`config.mk`:
```
export PLATFORM = sky130hd
export DESIGN_NAME = clock_sequencer
export DESIGN_NICKNAME = d
export VERILOG_FILES = /design/src/rtl/clock_sequencer_pkg.sv /design/src/rtl/sync_2ff.sv /design/src/rtl/clock_sequencer.sv
export SDC_FILE = /design/constraint.sdc
export NUM_CORES = 1
export LEC_CHECK = 0
export ABC_AREA = 1
export BUFFER_PORTS_ARGS = -buffer_cell sky130_fd_sc_hd__buf_2
export CORE_ASPECT_RATIO = 1.1
export CORE_MARGIN = 2
export CORE_UTILIZATION = 55
export CTS_BUF_LIST = sky130_fd_sc_hd__clkbuf_4 sky130_fd_sc_hd__clkbuf_8 sky130_fd_sc_hd__clkbuf_16
export DETAILED_ROUTE_END_ITERATION = 6
export PLACE_DENSITY = 0.76
export REMOVE_ABC_BUFFERS = 1
export SYNTH_ARGS = -nofsm -noshare
export SYNTH_HDL_FRONTEND = slang
export SYNTH_SLANG_ARGS = --single-unit
export TNS_END_PERCENT = 20
```
`constraint.sdc`:
```
create_clock -name i_clock -period 1.73 [get_ports i_clock]
set_input_delay 0.346 -clock i_clock [delete_from_list [all_inputs] [get_ports i_clock]]
set_output_delay 0.346 -clock i_clock [all_outputs]
set_load 0.05 [all_outputs]
```
`src/rtl/clock_sequencer_pkg.sv`:
```
// Shared types, defaults and width helper for the clock-unit reset sequencer.
package clock_sequencer_pkg;

    typedef enum logic [2:0] {
        CU_RESET,
        WAIT_LOCK,
        REL0,
        RUN,
        FAULT
    } state_e;

    localparam int unsigned DEF_LOCK_CYCLES    = 16;
    localparam int unsigned DEF_RST_STAGGER    = 8;
    localparam int unsigned DEF_CU_RST_CYCLES  = 32;
    localparam int unsigned DEF_TIMEOUT_CYCLES = 4096;
    localparam int unsigned DEF_MAX_RETRIES    = 3;

    // Bits needed to hold 0..n-1, never less than one.
    function automatic int unsigned cnt_width(input int unsigned n);
        return (n < 2) ? 1 : $clog2(n);
    endfunction

endpackage

```
`src/rtl/sync_2ff.sv`:
```
// Single-bit two-flop synchronizer for asynchronous status inputs.
module sync_2ff (
    input  logic i_clock,
    input  logic i_reset,
    input  logic i_d,
    output logic o_q
);

    logic r_meta;
    logic r_sync;

    always_ff @(posedge i_clock) begin
        if (!i_reset) begin
            r_meta <= 1'b0;
            r_sync <= 1'b0;
        end else begin
            r_meta <= i_d;
            r_sync <= r_meta;
        end
    end

    assign o_q = r_sync;

endmodule

```
`src/rtl/clock_sequencer.sv`:
```
// Clock-unit reset sequencer: CU reset pulse, lock detect, ordered domain release.
// Retry/timeout/fault logic present only when CLOCK_SEQUENCER_RETRY_EN is defined.
module clock_sequencer
    import clock_sequencer_pkg::*;
#(
    parameter int unsigned LOCK_CYCLES    = DEF_LOCK_CYCLES,
    parameter int unsigned RST_STAGGER    = DEF_RST_STAGGER,
    parameter int unsigned CU_RST_CYCLES  = DEF_CU_RST_CYCLES,
    parameter int unsigned TIMEOUT_CYCLES = DEF_TIMEOUT_CYCLES,
    parameter int unsigned MAX_RETRIES    = DEF_MAX_RETRIES
) (
    input  logic                                  i_clock,
    input  logic                                  i_reset,
    input  logic                                  i_valid,
    input  logic                                  i_restart,
    output logic                                  o_cu_reset,
    output logic                                  o_rst0_n,
    output logic                                  o_rst1_n,
    output logic                                  o_ready,
    output logic                                  o_fault,
    output logic [cnt_width(MAX_RETRIES + 1)-1:0] o_retries
);

`ifdef CLOCK_SEQUENCER_RETRY_EN
    localparam bit          RETRY_EN = 1'b1;
    localparam int unsigned TO_W     = cnt_width(TIMEOUT_CYCLES);
`else
    localparam bit          RETRY_EN = 1'b0;
`endif
    localparam int unsigned RT_W   = cnt_width(MAX_RETRIES + 1);
    localparam int unsigned SH_MAX = (CU_RST_CYCLES > RST_STAGGER) ? CU_RST_CYCLES : RST_STAGGER;
    localparam int unsigned SH_W   = cnt_width(SH_MAX);
    localparam int unsigned LK_W   = cnt_width(LOCK_CYCLES);

    if (LOCK_CYCLES == 0 || RST_STAGGER == 0 || CU_RST_CYCLES == 0 ||
        (RETRY_EN && TIMEOUT_CYCLES == 0)) begin : g_bad_params
        $error("clock_sequencer: cycle-count parameters must be at least 1");
    end

    logic             w_vs;
    state_e           r_state;
    state_e           w_state_nx;
    logic [SH_W-1:0]  r_sh_cnt;
    logic [SH_W-1:0]  w_sh_cnt_nx;
    logic [LK_W-1:0]  r_lock_cnt;
    logic [LK_W-1:0]  w_lock_cnt_nx;
    logic             r_cu_reset;
    logic             r_rst0_n;
    logic             r_rst1_n;
    logic             r_ready;
`ifdef CLOCK_SEQUENCER_RETRY_EN
    logic [TO_W-1:0]  r_to_cnt;
    logic [TO_W-1:0]  w_to_cnt_nx;
    logic [RT_W-1:0]  r_retries;
    logic [RT_W-1:0]  w_retries_nx;
    logic             r_fault;
`endif

    sync_2ff u_valid_sync (
        .i_clock (i_clock),
        .i_reset (i_reset),
        .i_d     (i_valid),
        .o_q     (w_vs)
    );

    // State, counters and outputs; every output is decoded from the next state.
    always_ff @(posedge i_clock) begin
        if (!i_reset) begin
            r_state    <= CU_RESET;
            r_sh_cnt   <= '0;
            r_lock_cnt <= '0;
            r_cu_reset <= 1'b1;
            r_rst0_n   <= 1'b0;
            r_rst1_n   <= 1'b0;
            r_ready    <= 1'b0;
`ifdef CLOCK_SEQUENCER_RETRY_EN
            r_to_cnt   <= '0;
            r_retries  <= '0;
            r_fault    <= 1'b0;
`endif
        end else begin
            r_state    <= w_state_nx;
            r_sh_cnt   <= w_sh_cnt_nx;
            r_lock_cnt <= w_lock_cnt_nx;
            r_cu_reset <= (w_state_nx == CU_RESET);
            r_rst0_n   <= (w_state_nx == REL0) || (w_state_nx == RUN);
            r_rst1_n   <= (w_state_nx == RUN);
            r_ready    <= (w_state_nx == RUN);
`ifdef CLOCK_SEQUENCER_RETRY_EN
            r_to_cnt   <= w_to_cnt_nx;
            r_retries  <= w_retries_nx;
            r_fault    <= (w_state_nx == FAULT);
`endif
        end
    end

    // Next-state and counter update; restart beats loss of valid beats expiry.
    always_comb begin
        w_state_nx    = r_state;
        w_sh_cnt_nx   = r_sh_cnt;
        w_lock_cnt_nx = r_lock_cnt;
`ifdef CLOCK_SEQUENCER_RETRY_EN
        w_to_cnt_nx   = r_to_cnt;
        w_retries_nx  = r_retries;
`endif
        if (i_restart) begin
            w_state_nx    = CU_RESET;
            w_sh_cnt_nx   = '0;
            w_lock_cnt_nx = '0;
`ifdef CLOCK_SEQUENCER_RETRY_EN
            w_to_cnt_nx   = '0;
            w_retries_nx  = '0;
`endif
        end else begin
            case (r_state)
                CU_RESET: begin
                    if (r_sh_cnt == SH_W'(CU_RST_CYCLES - 1)) begin
                        w_state_nx    = WAIT_LOCK;
                        w_sh_cnt_nx   = '0;
                        w_lock_cnt_nx = '0;
`ifdef CLOCK_SEQUENCER_RETRY_EN
                        w_to_cnt_nx   = '0;
`endif
                    end else begin
                        w_sh_cnt_nx = r_sh_cnt + SH_W'(1);
                    end
                end
                WAIT_LOCK: begin
                    w_lock_cnt_nx = w_vs ? (r_lock_cnt + LK_W'(1)) : '0;
`ifdef CLOCK_SEQUENCER_RETRY_EN
                    w_to_cnt_nx   = r_to_cnt + TO_W'(1);
`endif
                    if (w_vs && (r_lock_cnt == LK_W'(LOCK_CYCLES - 1))) begin
                        w_state_nx    = REL0;
                        w_sh_cnt_nx   = '0;
                        w_lock_cnt_nx = '0;
`ifdef CLOCK_SEQUENCER_RETRY_EN
                        w_to_cnt_nx   = '0;
                    end else if (r_to_cnt == TO_W'(TIMEOUT_CYCLES - 1)) begin
                        w_to_cnt_nx   = '0;
                        w_lock_cnt_nx = '0;
                        w_sh_cnt_nx   = '0;
                        if (r_retries == RT_W'(MAX_RETRIES)) begin
                            w_state_nx = FAULT;
                        end else begin
                            w_retries_nx = r_retries + RT_W'(1);
                            w_state_nx   = CU_RESET;
                        end
`endif
                    end
                end
                REL0, RUN: begin
                    if (!w_vs) begin
                        w_state_nx    = WAIT_LOCK;
                        w_sh_cnt_nx   = '0;
                        w_lock_cnt_nx = '0;
`ifdef CLOCK_SEQUENCER_RETRY_EN
                        w_to_cnt_nx   = '0;
`endif
                    end else if (r_state == REL0) begin
                        if (r_sh_cnt == SH_W'(RST_STAGGER - 1)) begin
                            w_state_nx  = RUN;
                            w_sh_cnt_nx = '0;
                        end else begin
                            w_sh_cnt_nx = r_sh_cnt + SH_W'(1);
                        end
                    end
                end
                FAULT: begin
                    w_state_nx = FAULT;
                end
                default: begin
                    w_state_nx  = CU_RESET;
                    w_sh_cnt_nx = '0;
                end
            endcase
        end
    end

    assign o_cu_reset = r_cu_reset;
    assign o_rst0_n   = r_rst0_n;
    assign o_rst1_n   = r_rst1_n;
    assign o_ready    = r_ready;
`ifdef CLOCK_SEQUENCER_RETRY_EN
    assign o_fault    = r_fault;
    assign o_retries  = r_retries;
`else
    assign o_fault    = 1'b0;
    assign o_retries  = RT_W'(0);
`endif

endmodule

```
## Word level (Yosys, flattened, before mapping)

Cells that the tools add are included.

- Add/sub/neg operators: 2
- Bitwise logic cells: 2
- Equality and inequality tests: 13
- Reduce and logical (&&, ||, !) cells: 9
- Mux-type cells: 18

Operators by type and width:

| kind | number |
|---|---|
| 5-bit 2-to-1 mux | 5 |
| 5-bit case mux with 4 select lines | 1 |
| 3-bit 2-to-1 mux | 6 |
| 4-bit 2-to-1 mux | 4 |
| 3-bit by 2-bit equality test with 1-bit output (second input constant) | 4 |
| 3-bit case mux with 4 select lines | 1 |
| 4-bit case mux with 3 select lines | 1 |
| 3-bit zero test | 2 |
| 2-bit != test (second input constant) | 3 |
| 3-bit AND reduction | 2 |
| 5-bit by 1-bit adder with 5-bit output (second input constant) | 1 |
| 5-bit by 3-bit equality test with 1-bit output (second input constant) | 1 |
| 5-bit equality test (second input constant) | 1 |
| 4-bit by 1-bit adder with 4-bit output (second input constant) | 1 |
| 4-bit equality test (second input constant) | 1 |
| 2-bit OR reduction | 2 |
| 3-bit by 1-bit equality test with 1-bit output (second input constant) | 1 |
| 3-bit equality test (second input constant) | 1 |
| 3-bit != test (second input constant) | 1 |
| 3-bit nonzero test | 1 |
| 1-bit NOT | 2 |
| 1-bit logical AND | 1 |
| 1-bit logical OR | 1 |

- Flip-flop bits (word level): 17
- Output and inout port bits: 7

## Depth between registers and ports, before layout

Gate-level depths: netlist of run 1.

- Word-level depth: 8
- Depth in mapped cells: 11

## Hierarchy

From an unflattened synthesis of run 1, not the netlist that was laid out.

- Cells, all modules: 127
- Area total of the unflattened synthesis: 877.1 um2

Modules (own cells, without submodules):

| module | area each (um2) | instances | cells an instance |
|---|---|---|---|
| clock_sequencer | 822.0 | 1 | 121 |
| sync_2ff | 55.1 | 1 | 6 |

## Least setup slack after synthesis of run 1

OpenSTA, ideal clock, no wires.

- Path kind: register to register
- From: register r_sh_cnt[0]
- To: register r_sh_cnt[2]
- Path buffers: 0
- Setup slack: 0.397 ns
- Arrival time: 1.269 ns
- Setup time: 0.064 ns
- Cell stages (with the launch flop): 12
- Cells stage by stage: dfxtp_1 -> ha_1 -> nand2_1 -> nor2_1 -> ha_1 -> inv_1 -> nand3_1 -> nand2_1 -> nand2_1 -> nand2_1 -> nand2_1 -> nor2_1

- Longest elaborated chain between the ends: 5
- Elaborated cells between the ends (all ways): 8
- Classes of those cells: add/sub: 1; eq/ne: 2; mux: 5

RTL lines:

| element | line | source |
|---|---|---|
| start: declaration | clock_sequencer.sv:43 | `logic [SH_W-1:0] r_sh_cnt;` |
| start signal: assignment | clock_sequencer.sv:83 | `r_sh_cnt <= w_sh_cnt_nx;` |
| 5-bit by 1-bit adder with 5-bit output / 5-bit by 3-bit equality test with 1-bit output (equally long branches) | clock_sequencer.sv:125, clock_sequencer.sv:165, clock_sequencer.sv:161 |  |
| 5-bit 2-to-1 mux | clock_sequencer.sv:161 | `if (r_sh_cnt == SH_W'(RST_STAGGER - 1)) begin` |
| 5-bit 2-to-1 mux | clock_sequencer.sv:160 | `end else if (r_state == REL0) begin` |
| 5-bit 2-to-1 mux | clock_sequencer.sv:153 | `if (!w_vs) begin` |
| 5-bit case mux with 4 select lines * | clock_sequencer.sv:115 | `case (r_state)` |

Every way passes the cells marked *; elsewhere a longest branch is shown, timed or not. The select of a mux whose other input is x is not followed.
A chain may end at the register's enable or synchronous reset.

## Worst setup path in the final report of run 1

- From: register r_sh_cnt[0]
- To: register r_sh_cnt[3]

The elaborated chain is that of the path after synthesis.

==> results.md, run 1 <==
* Commonest non-fill, non-tap cell in the layout: nand2_1
* Layout cell share with drive strength beyond 1 at 20.3%
* Layout fillers at 150
* Mapped Area at 930 µm²
* Clk slew on worst S/H paths at 0.09 ns
* Highest clock rate at 680 MHz
* Cells after synthesis at 129
* Avg Inst Size Synth at 7.21 µm²
* Final Max Slew Viols at 0
* Largest net degree at the start of global routing at 10
* Maximum root-to-sink buffer count at 2
* Die ar. at 2040 µm²
* Register area share after synthesis at 36.6%
* Placement Setup Slack at 0.270 ns
* Drt wl/cell at 10.5 µm
* Iter 0 DRT Violations at 16
* Reg area at 340 µm²
* Setup bufs post-CTS at 0
* Post-CTS Resized at 0
* Initial core utilization at 59.0%
* WS Path Type: reg2reg
* CTS tree: done
* CP Max Fanout at 4
* # port buffers at 7
* PD cells at 670 nW/µm²
* Design Area, Final at 993 µm²
* Setup TNS at 0 ns
* # diodes at 0
* H-tree Lvls at 1
* Nets at 146
* # setup viols final at 0
* Hpwl dp at 1310 µm
* Drt pass-1 iters at 4
* Final ANT Viol Nets at 0
* Synth cell types at 23
* CP required at 1.95 ns
* Antenna violations before repair at 0
* First-pass GRT wire length at 2790 µm
* I/O pin cnt at 11
* Worst hold stages at 3
* R2R depth at 9
* Clock Root Buffer: clkbuf_4
* CTS Buf Count at 3
* Fin Clk Skew at 0.00952 ns
* Gr ovfl total at 0
* Vias per cell at 5.04
* DRT Wirelength at 1630 µm
* Crit path arrival time at 1.69 ns
* Static leakage at 0.000474 µW
* GRT Total Usage at 19.0%
* DIE HEIGHT at 47.1 µm
* #FFs+latches synth at 17
* Nature of the critical path endpoint: flip-flop
* CP Launch Type: flip-flop
* DR DRC count at 0
* Area delta synth->final at 6.86%
* DIE WIDTH at 43.2 µm
* Sink Count at 17
* Clock Latency Late Sink at 0.30 ns
* Maximum vdd drop at 0.502 mV
* Crit share post-route at 85.0%
* RSZ-0062 raised after global routing: false
* Warnings, synthesis at 0
* Commonest cells after routing, fill and taps aside: nand2_1 (31), inv_1 (18), dfxtp_1 (17)
* Period minus WS final at 1.47 ns
* Vias in the first global route at 671
* Post-DP Area at 963 µm²
* Final GP Congestion at 0.832
* Placement Rows at 15
* # Max-Cap Violations at 0
* Area occupied by multi-input gates at 492 µm²
* CORE AREA at 1580 µm²
* Setup WS post-layout at 0.260 ns
* CTS hold repair buffers at 0
* Outcome: completed
* Final hold violation count at 0
* Vias at 781
* Hold crit path type: in2reg
[logic make-up (layout without fill, tap and decap cells)]
kind of cell	count (synthesis)	after routing	share of synthesized area, %
AND/OR/NAND/NOR	69	69	38.0
XOR/XNOR	2	2	1.88
flip-flops	17	17	36.6
other	1	3	0.403
adder cells (fa/ha/maj)	3	3	4.04
buffers and inverters	24	31	11.3
AO/OA/AOI/OAI	13	13	7.81
[power by group]
group | internal (µW) | leakage (µW) | switching (µW)
registers | 396 | 0.000138 | 4.77
clock network | 106 | 0.0000184 | 122
logic | 9.01 | 0.000318 | 29.0
total | 510 | 0.000474 | 155
[critical path, stage by stage, from the launching register on]
cell and delay, ns:
dfxtp_1 0.34, ha_1 0.21, nand2_1 0.10, nor2_1 0.05, ha_1 0.17, inv_1 0.06
nand3_1 0.13, nand2_1 0.13, nand3_1 0.08, a21oi_1 0.13
[flip-flops by register name, summed over array words and instances (netlist names)]
register	flops
o_ready	1
o_cu_reset	1
o_rst0_n	1
r_state	3
u_valid_sync.o_q	1
r_sh_cnt	5
r_lock_cnt	4
u_valid_sync.r_meta	1
[metrics by stage]
step           util (%)  total power [µW]  std cells  hold WS, ns
3_3_place_gp       61.1               446        151        0.407
6_report           63.0               665        155        0.248
2_1_floorplan         -               437        127        0.390
5_1_grt            63.0               685        155        0.257
4_1_cts            63.0               674        155        0.247
3_5_place_dp       61.1               447        151        0.419
[final timing paths]
check                           slack [ns]                  end           startpoint
worst min register to register        0.43     u_valid_sync.o_q  u_valid_sync.r_meta
worst max-delay path                  0.26          r_sh_cnt[3]          r_sh_cnt[0]
worst max register to register        0.26          r_sh_cnt[3]          r_sh_cnt[0]
worst min-delay path                  0.25  u_valid_sync.r_meta              i_valid
[Yosys cell counts (all sizes together)]
master | count | area [µm²]
buf | 4 | 30.0
inv | 20 | 75.1
nand4 | 1 | 6.26
nor2 | 20 | 121
nand2 | 34 | 140
dfxtp | 17 | 340
xor2 | 1 | 8.76
conb | 1 | 3.75
a21oi | 10 | 53.8
ha | 3 | 37.5
nand3 | 14 | 85.1
xnor2 | 1 | 8.76
o21ai | 3 | 18.8
[area by class of cell]
type                            count  area share (%)
Multi-Input combinational cell     90            49.5
Sequential cell                    17            34.3
Inverter                           20            7.56
Timing Repair Buffer                7            3.53
Clock buffer                        4            3.02
Tap cell                           17            2.14
[routing by layer]
layer / GRT usage (%) / up-vias / routed length [µm]
met5: 0 / - / 0
met4: 10.9 / 0 / 31
met3: 2.31 / 4 / 27
met2: 32.8 / 6 / 841
met1: 23.2 / 356 / 726
li1: - / 415 / -
Power figures use the tool's default switching activity.
==> run 2: changes to the inputs <==
==> constraint.sdc (replaced) <==
create_clock -name i_clock -period 1.5 [get_ports i_clock]
set_input_delay 0.3 -clock i_clock [delete_from_list [all_inputs] [get_ports i_clock]]
set_output_delay 0.3 -clock i_clock [all_outputs]
set_load 0.05 [all_outputs]
==> run 2 against run 1 <==
Net effect:
- non-clock buffer count increased by 1
- sequential power increased by 15%
- clock power increased by 15%
- die area unchanged
- combinational power increased by 25%
- total power increased by 16%
- maximum frequency increased by 5.0%
- global-route usage decreased by 0.082 points
- utilization increased by 3.1 points
- first-iteration DRC count increased by 31%
- via count increased by 3.6%
==> results.md, run 2 (synthesized netlist as in run 1, its figures left out) <==
* Final GP Congestion at 0.832 (about the same)
* Antenna violations before repair at 0 (unchanged)
* Clock Latency Late Sink at 0.29 ns (about the same)
* I/O pin cnt at 11 (unchanged)
* Hold crit path type: in2reg
* CP required at 1.70 ns (-0.25 ns)
* Highest clock rate at 714 MHz (+5.0%)
* Placement Rows at 15 (unchanged)
* PD cells at 738 nW/µm² (+10%)
* Largest net degree at the start of global routing at 10 (unchanged)
* Sink Count at 17 (unchanged)
* Crit-path max cell delay at 0.35 ns (about the same)
* NetSw at 178 µW (+15%)
* CTS Buf Count at 3 (unchanged)
* Design Area, Final at 1040 µm² (+4.9%)
* Slowest-stage cell, CP: dfxtp_2
* Internal power at 591 µW (+16%)
* Layout fillers at 143 (-4.7%)
* R2r setup slk at 0.1 ns (-0.16 ns)
* Vias at 809 (+3.6%)
* CP Max Fanout at 3 (-1)
* WS Path Type: reg2reg
* CTS hold repair buffers at 0 (unchanged)
* Maximum root-to-sink buffer count at 2 (unchanged)
* Iter 0 DRT Violations at 21 (+5)
* Top reg by flops: r_sh_cnt
* Drt wl/cell at 10.8 µm (+3.3%)
* H-tree Lvls at 1 (unchanged)
* Final Max Slew Viols at 0 (unchanged)
* Initial core utilization at 59.0% (unchanged)
* Crit share post-route at 93.4% (+8.4 points)
* Largest regs: r_sh_cnt x5, r_lock_cnt x4, r_state x3
* Commonest cells after routing, fill and taps aside: nand2_1 (28), inv_1 (17), dfxtp_1 (15)
* First-pass GRT wire length at 2780 µm (-0.50%)
* Final ANT Viol Nets at 0 (unchanged)
* CTS tree: done
* Clk slew on worst S/H paths at 0.10 ns (about the same)
* GRT Total Usage at 18.9% (-0.082 points)
* Nets at 147 (+0.68%)
* DIE WIDTH at 43.2 µm (unchanged)
* Combinational share of power at 6.2% (+0.5 points)
* Seq pwr share at 60.0% (-0.2 points)
* DRT Wirelength at 1690 µm (+4.0%)
* # setup viols final at 0 (unchanged)
* Commonest non-fill, non-tap cell in the layout: nand2_1
* Clock Root Buffer: clkbuf_4
* Largest register FFs at 5 (unchanged)
* Cell Chain, Critical Path: ha_2, nand2_2, nor2_2, ha_2, inv_2, nor2_1, nor2_2, a21oi_2, nor2_1
* DIE HEIGHT at 47.1 µm (unchanged)
* Static leakage at 0.000486 µW (+2.4%)
* CP Launch Type: flip-flop
* Crit path arrival time at 1.60 ns (-0.09 ns)
* Delay-heaviest family, CP: simple AND/OR/NAND/NOR gates
* Post-DP Area at 963 µm² (unchanged)
* Fin Clk Skew at 0.00793 ns (-0.00159 ns)
* Outcome: completed
* CORE AREA at 1580 µm² (unchanged)
* Clock Power Share at 33.8% (-0.3 points)
* Area delta synth->final at 12.1%
* Drt pass-1 iters at 5 (+1)
* Final hold slack at 0.211 ns (-0.0367 ns)
* Vias per cell at 5.19 (+2.9%)
* Vias in the first global route at 656 (-2.2%)
* # port buffers at 7 (unchanged)
* Gr ovfl total at 0 (unchanged)
* Nature of the critical path endpoint: flip-flop
* # diodes at 0 (unchanged)
* RSZ-0062 raised after global routing: true
* Maximum vdd drop at 0.584 mV (+16%)
* Worst Path Buf+Inv at 1 (unchanged)
* Period minus WS final at 1.40 ns (-0.0694 ns)
* Net Sw Frac at 23.2% (-0.18 points)
* Layout cell share with drive strength beyond 1 at 28.8% (+8.5 points)
* Final hold violation count at 0 (unchanged)
* DR DRC count at 0 (unchanged)
* Die ar. at 2040 µm² (unchanged)
* Hpwl dp at 1310 µm (about the same)
* # Max-Cap Violations at 0 (unchanged)
-- run 2: cell count changes in the layout (fill, tap and decap cells not counted), sizes merged --
cell and delta:
buf +1
-- run 2: per-layer routing --
metal	GRT usage (%)	up-vias	wire length, µm
met1	23.0	376	735
met2	32.8	13	875
met4	10.9	0	31
li1	-	416	-
met5	0	-	0
met3	2.31	4	48
-- run 2: worst reg2reg max path, stage by stage (launching register included) --
cell	delay [ns]
dfxtp_2	0.35
ha_2	0.18
nand2_2	0.07
nor2_2	0.08
ha_2	0.17
inv_2	0.05
nor2_1	0.14
nor2_2	0.07
a21oi_2	0.15
nor2_1	0.05
-- run 2: stage by stage --
stage                     utilization [%]  total power (µW)  instances  worst slack (ns)  setup TNS, ns
final                                66.1               769        156            0.0991              0
after global routing                 66.1               795        156           -0.0112        -0.0112
after CTS                            63.0               776        155            0.0190              0
after detailed placement             61.1               516        151            0.0372              0
after global placement               61.1               514        151            0.0799              0
after floorplan                         -               504        127             0.167              0
-- run 2: final timing paths --
check | cells after the start | to | startpoint
max | 9 | o_cu_reset | r_sh_cnt[1]
max reg2reg | 9 | o_cu_reset | r_sh_cnt[1]
min reg2reg | 2 | u_valid_sync.o_q | u_valid_sync.r_meta
min | 3 | u_valid_sync.r_meta | i_valid
-- run 2: what timing repair did --
action,CTS,global route
setup buffers,0,1
gates resized for setup,0,13
hold endpoints to repair,0,0
endpoints found under the setup margin,0,10
-- run 2: area by class of cell --
class                   instances  area (µm²)  area share (%)
multi-input cells              90         531            50.9
flip-flops and latches         17         343            32.9
inverters                      20        75.1            7.20
repair buffers                  8        42.5            4.08
clock buffers                   4        30.0            2.88
well taps                      17        21.3            2.04
-- run 2: power groups by stage --
stage / clock network (µW) / logic (µW) / registers, µW
3_3_place_gp: 0 / 42.6 / 472
5_1_grt: 281 / 52.4 / 462
3_5_place_dp: 0 / 43.7 / 472
4_1_cts: 270 / 43.9 / 462
2_1_floorplan: 0 / 33.5 / 470
6_report: 260 / 47.6 / 462
==> run 3: changes to the inputs <==
--- a/config.mk
+++ b/config.mk
@@ -12,7 +12,7 @@
 export CORE_UTILIZATION = 55
 export CTS_BUF_LIST = sky130_fd_sc_hd__clkbuf_4 sky130_fd_sc_hd__clkbuf_8 sky130_fd_sc_hd__clkbuf_16
 export DETAILED_ROUTE_END_ITERATION = 6
-export PLACE_DENSITY = 0.76
+export PLACE_DENSITY = 0.84
 export REMOVE_ABC_BUFFERS = 1
 export SYNTH_ARGS = -nofsm -noshare
 export SYNTH_HDL_FRONTEND = slang
==> run 3 against run 2 <==
Net effect:
- global-route usage rose by 1.4 points
- routed wire length grew 5.7%
- combinational power up 4%
- largest cell class unchanged
- worst hold slack worse by 0.028 ns
==> results.md, run 3 (synthesized netlist as in run 1, its figures left out) <==
* GRT Total Usage at 20.3% (+1.4 points)
* GRT met3 Usage at 3.08% (+0.77 points)
* Setup WS post-layout at 0.0999 ns (+0.000765 ns)
* Maximum vdd drop at 0.580 mV (-0.67%)
* Clock Latency Late Sink at 0.30 ns (about the same)
* DIE HEIGHT at 47.1 µm (unchanged)
* Sink Count at 17 (unchanged)
* Highest clock rate at 714 MHz (about the same)
* Period minus WS final at 1.40 ns (-0.000765 ns)
* CTS hold repair buffers at 0 (unchanged)
* # diodes at 0 (unchanged)
* Hpwl dp at 1370 µm (+4.5%)
* Vias in the first global route at 736 (+12%)
* Die ar. at 2040 µm² (unchanged)
* Layout cell share with drive strength beyond 1 at 28.6% (-0.21 points)
* Antenna violations before repair at 0 (unchanged)
* Static leakage at 0.000487 µW (+0.25%)
* # Max-Cap Violations at 0 (unchanged)
* Final ANT Viol Nets at 0 (unchanged)
* # port buffers at 7 (unchanged)
* Setup TNS at 0 ns (unchanged)
* Largest net degree at the start of global routing at 11 (+1)
* CP Launch Type: flip-flop
* CP required at 1.71 ns (about the same)
* Commonest cells after routing, fill and taps aside: nand2_1 (30), inv_1 (17), dfxtp_1 (15)
* Placement Setup Slack at 0.0273 ns (-0.00989 ns)
* Top reg by flops: r_sh_cnt
* Drt pass-1 iters at 4 (-1)
* Hold crit path type: in2reg
* Crit share post-route at 93.3% (about the same)
* Nets at 148 (+0.68%)
* Outcome: completed
* R2r setup slk at 0.1 ns (about the same)
* Clock Root Buffer: clkbuf_4
* M2 GR Usage at 35.5% (+2.7 points)
* DRT Wirelength at 1790 µm (+5.7%)
* GRT met1 Usage at 23.2% (+0.18 points)
* Final Max Slew Viols at 0 (unchanged)
* Vias per cell at 5.17 (-0.39%)
* Gr ovfl total at 0 (unchanged)
* Maximum root-to-sink buffer count at 2 (unchanged)
* # setup viols final at 0 (unchanged)
* Clk slew on worst S/H paths at 0.10 ns (about the same)
* Iter 0 DRT Violations at 15 (-29%)
* CORE AREA at 1580 µm² (unchanged)
* Largest regs: r_sh_cnt x5, r_lock_cnt x4, r_state x3
* Placement Rows at 15 (unchanged)
* CTS tree: done
* Fin Clk Skew at 0.00105 ns (-0.00688 ns)
* Area delta synth->final at 11.6%
* Gr busiest metal: met2
* Final GP Congestion at 0.860 (+3.4%)
* Layout fillers at 141 (-1.4%)
* H-tree Lvls at 1 (unchanged)
* Initial core utilization at 59.0% (unchanged)
* WS Path Type: reg2reg
* CP Max Fanout at 3 (unchanged)
* DR DRC count at 0 (unchanged)
* PD cells at 736 nW/µm² (-0.24%)
* Vias at 811 (+0.25%)
* Largest register FFs at 5 (unchanged)
* Nature of the critical path endpoint: flip-flop
* Final hold violation count at 0 (unchanged)
* Crit path arrival time at 1.61 ns (about the same)
* Drt wl/cell at 11.4 µm (+5.1%)
* Commonest non-fill, non-tap cell in the layout: nand2_1
* RSZ-0062 raised after global routing: false
* DIE WIDTH at 43.2 µm (unchanged)
* CTS Buf Count at 3 (unchanged)
* First-pass GRT wire length at 3040 µm (+9.4%)
* I/O pin cnt at 11 (unchanged)
[run 3: cell count changes in the layout (fill, tap and decap cells not counted), sizes merged]
cell,previous run,this run
buf,8,9
clkbuf,4,3
clkinv,0,1
[run 3: path summary, 6_finish.rpt]
check	cells past startpoint	start	to
worst max register to register	9	r_sh_cnt[1]	o_cu_reset
worst min register to register	2	u_valid_sync.r_meta	u_valid_sync.o_q
worst max-delay path	9	r_sh_cnt[1]	o_cu_reset
worst min-delay path	3	i_valid	u_valid_sync.r_meta
[run 3: metrics by stage]
stage	cell area [µm²]	hold slack [ns]	total power [µW]	instances	util, %
3_5_place_dp	971	0.408	518	152	61.6
2_1_floorplan	907	0.390	504	127	-
3_3_place_gp	971	0.409	516	152	61.6
5_1_grt	1040	0.187	786	157	65.8
6_report	1040	0.184	763	157	65.8
4_1_cts	998	0.188	761	156	63.3
[run 3: power breakdown]
part | switching, µW | internal (µW)
combinational | 34.9 | 14.4
clock | 153 | 99.6
sequential | 4.99 | 457
[run 3: layer usage]
layer / wire (µm) / up-vias / share of wire [%]
li1: - / 422 / -
met1: 774 / 372 / 43
met2: 931 / 12 / 52
met3: 45 / 5 / 2.5
met4: 37 / 0 / 2.1
met5: 0 / - / 0
[run 3: cell type report]
class,instances,area (µm²),area share (%)
well taps,17,21.3,2.05
clock inverters,1,5.00,0.483
multi-input cells,90,520,50.2
inverters,20,75.1,7.24
repair buffers,9,50.0,4.83
flip-flops and latches,17,343,33.1
clock buffers,3,22.5,2.17
[run 3: worst max-delay path, cell delays in order, from the launching register on]
cell,delay (ns)
dfxtp_2,0.36
ha_2,0.19
nand2_2,0.07
nor2_2,0.09
ha_2,0.17
inv_2,0.05
nor2_2,0.11
nor2_2,0.06
a21oi_2,0.15
nor2_1,0.05
[run 3: timing repair]
item	4_1_cts	5_1_grt
setup endpoints to repair	0	9
gates resized for setup	0	11
buffers inserted	0	1
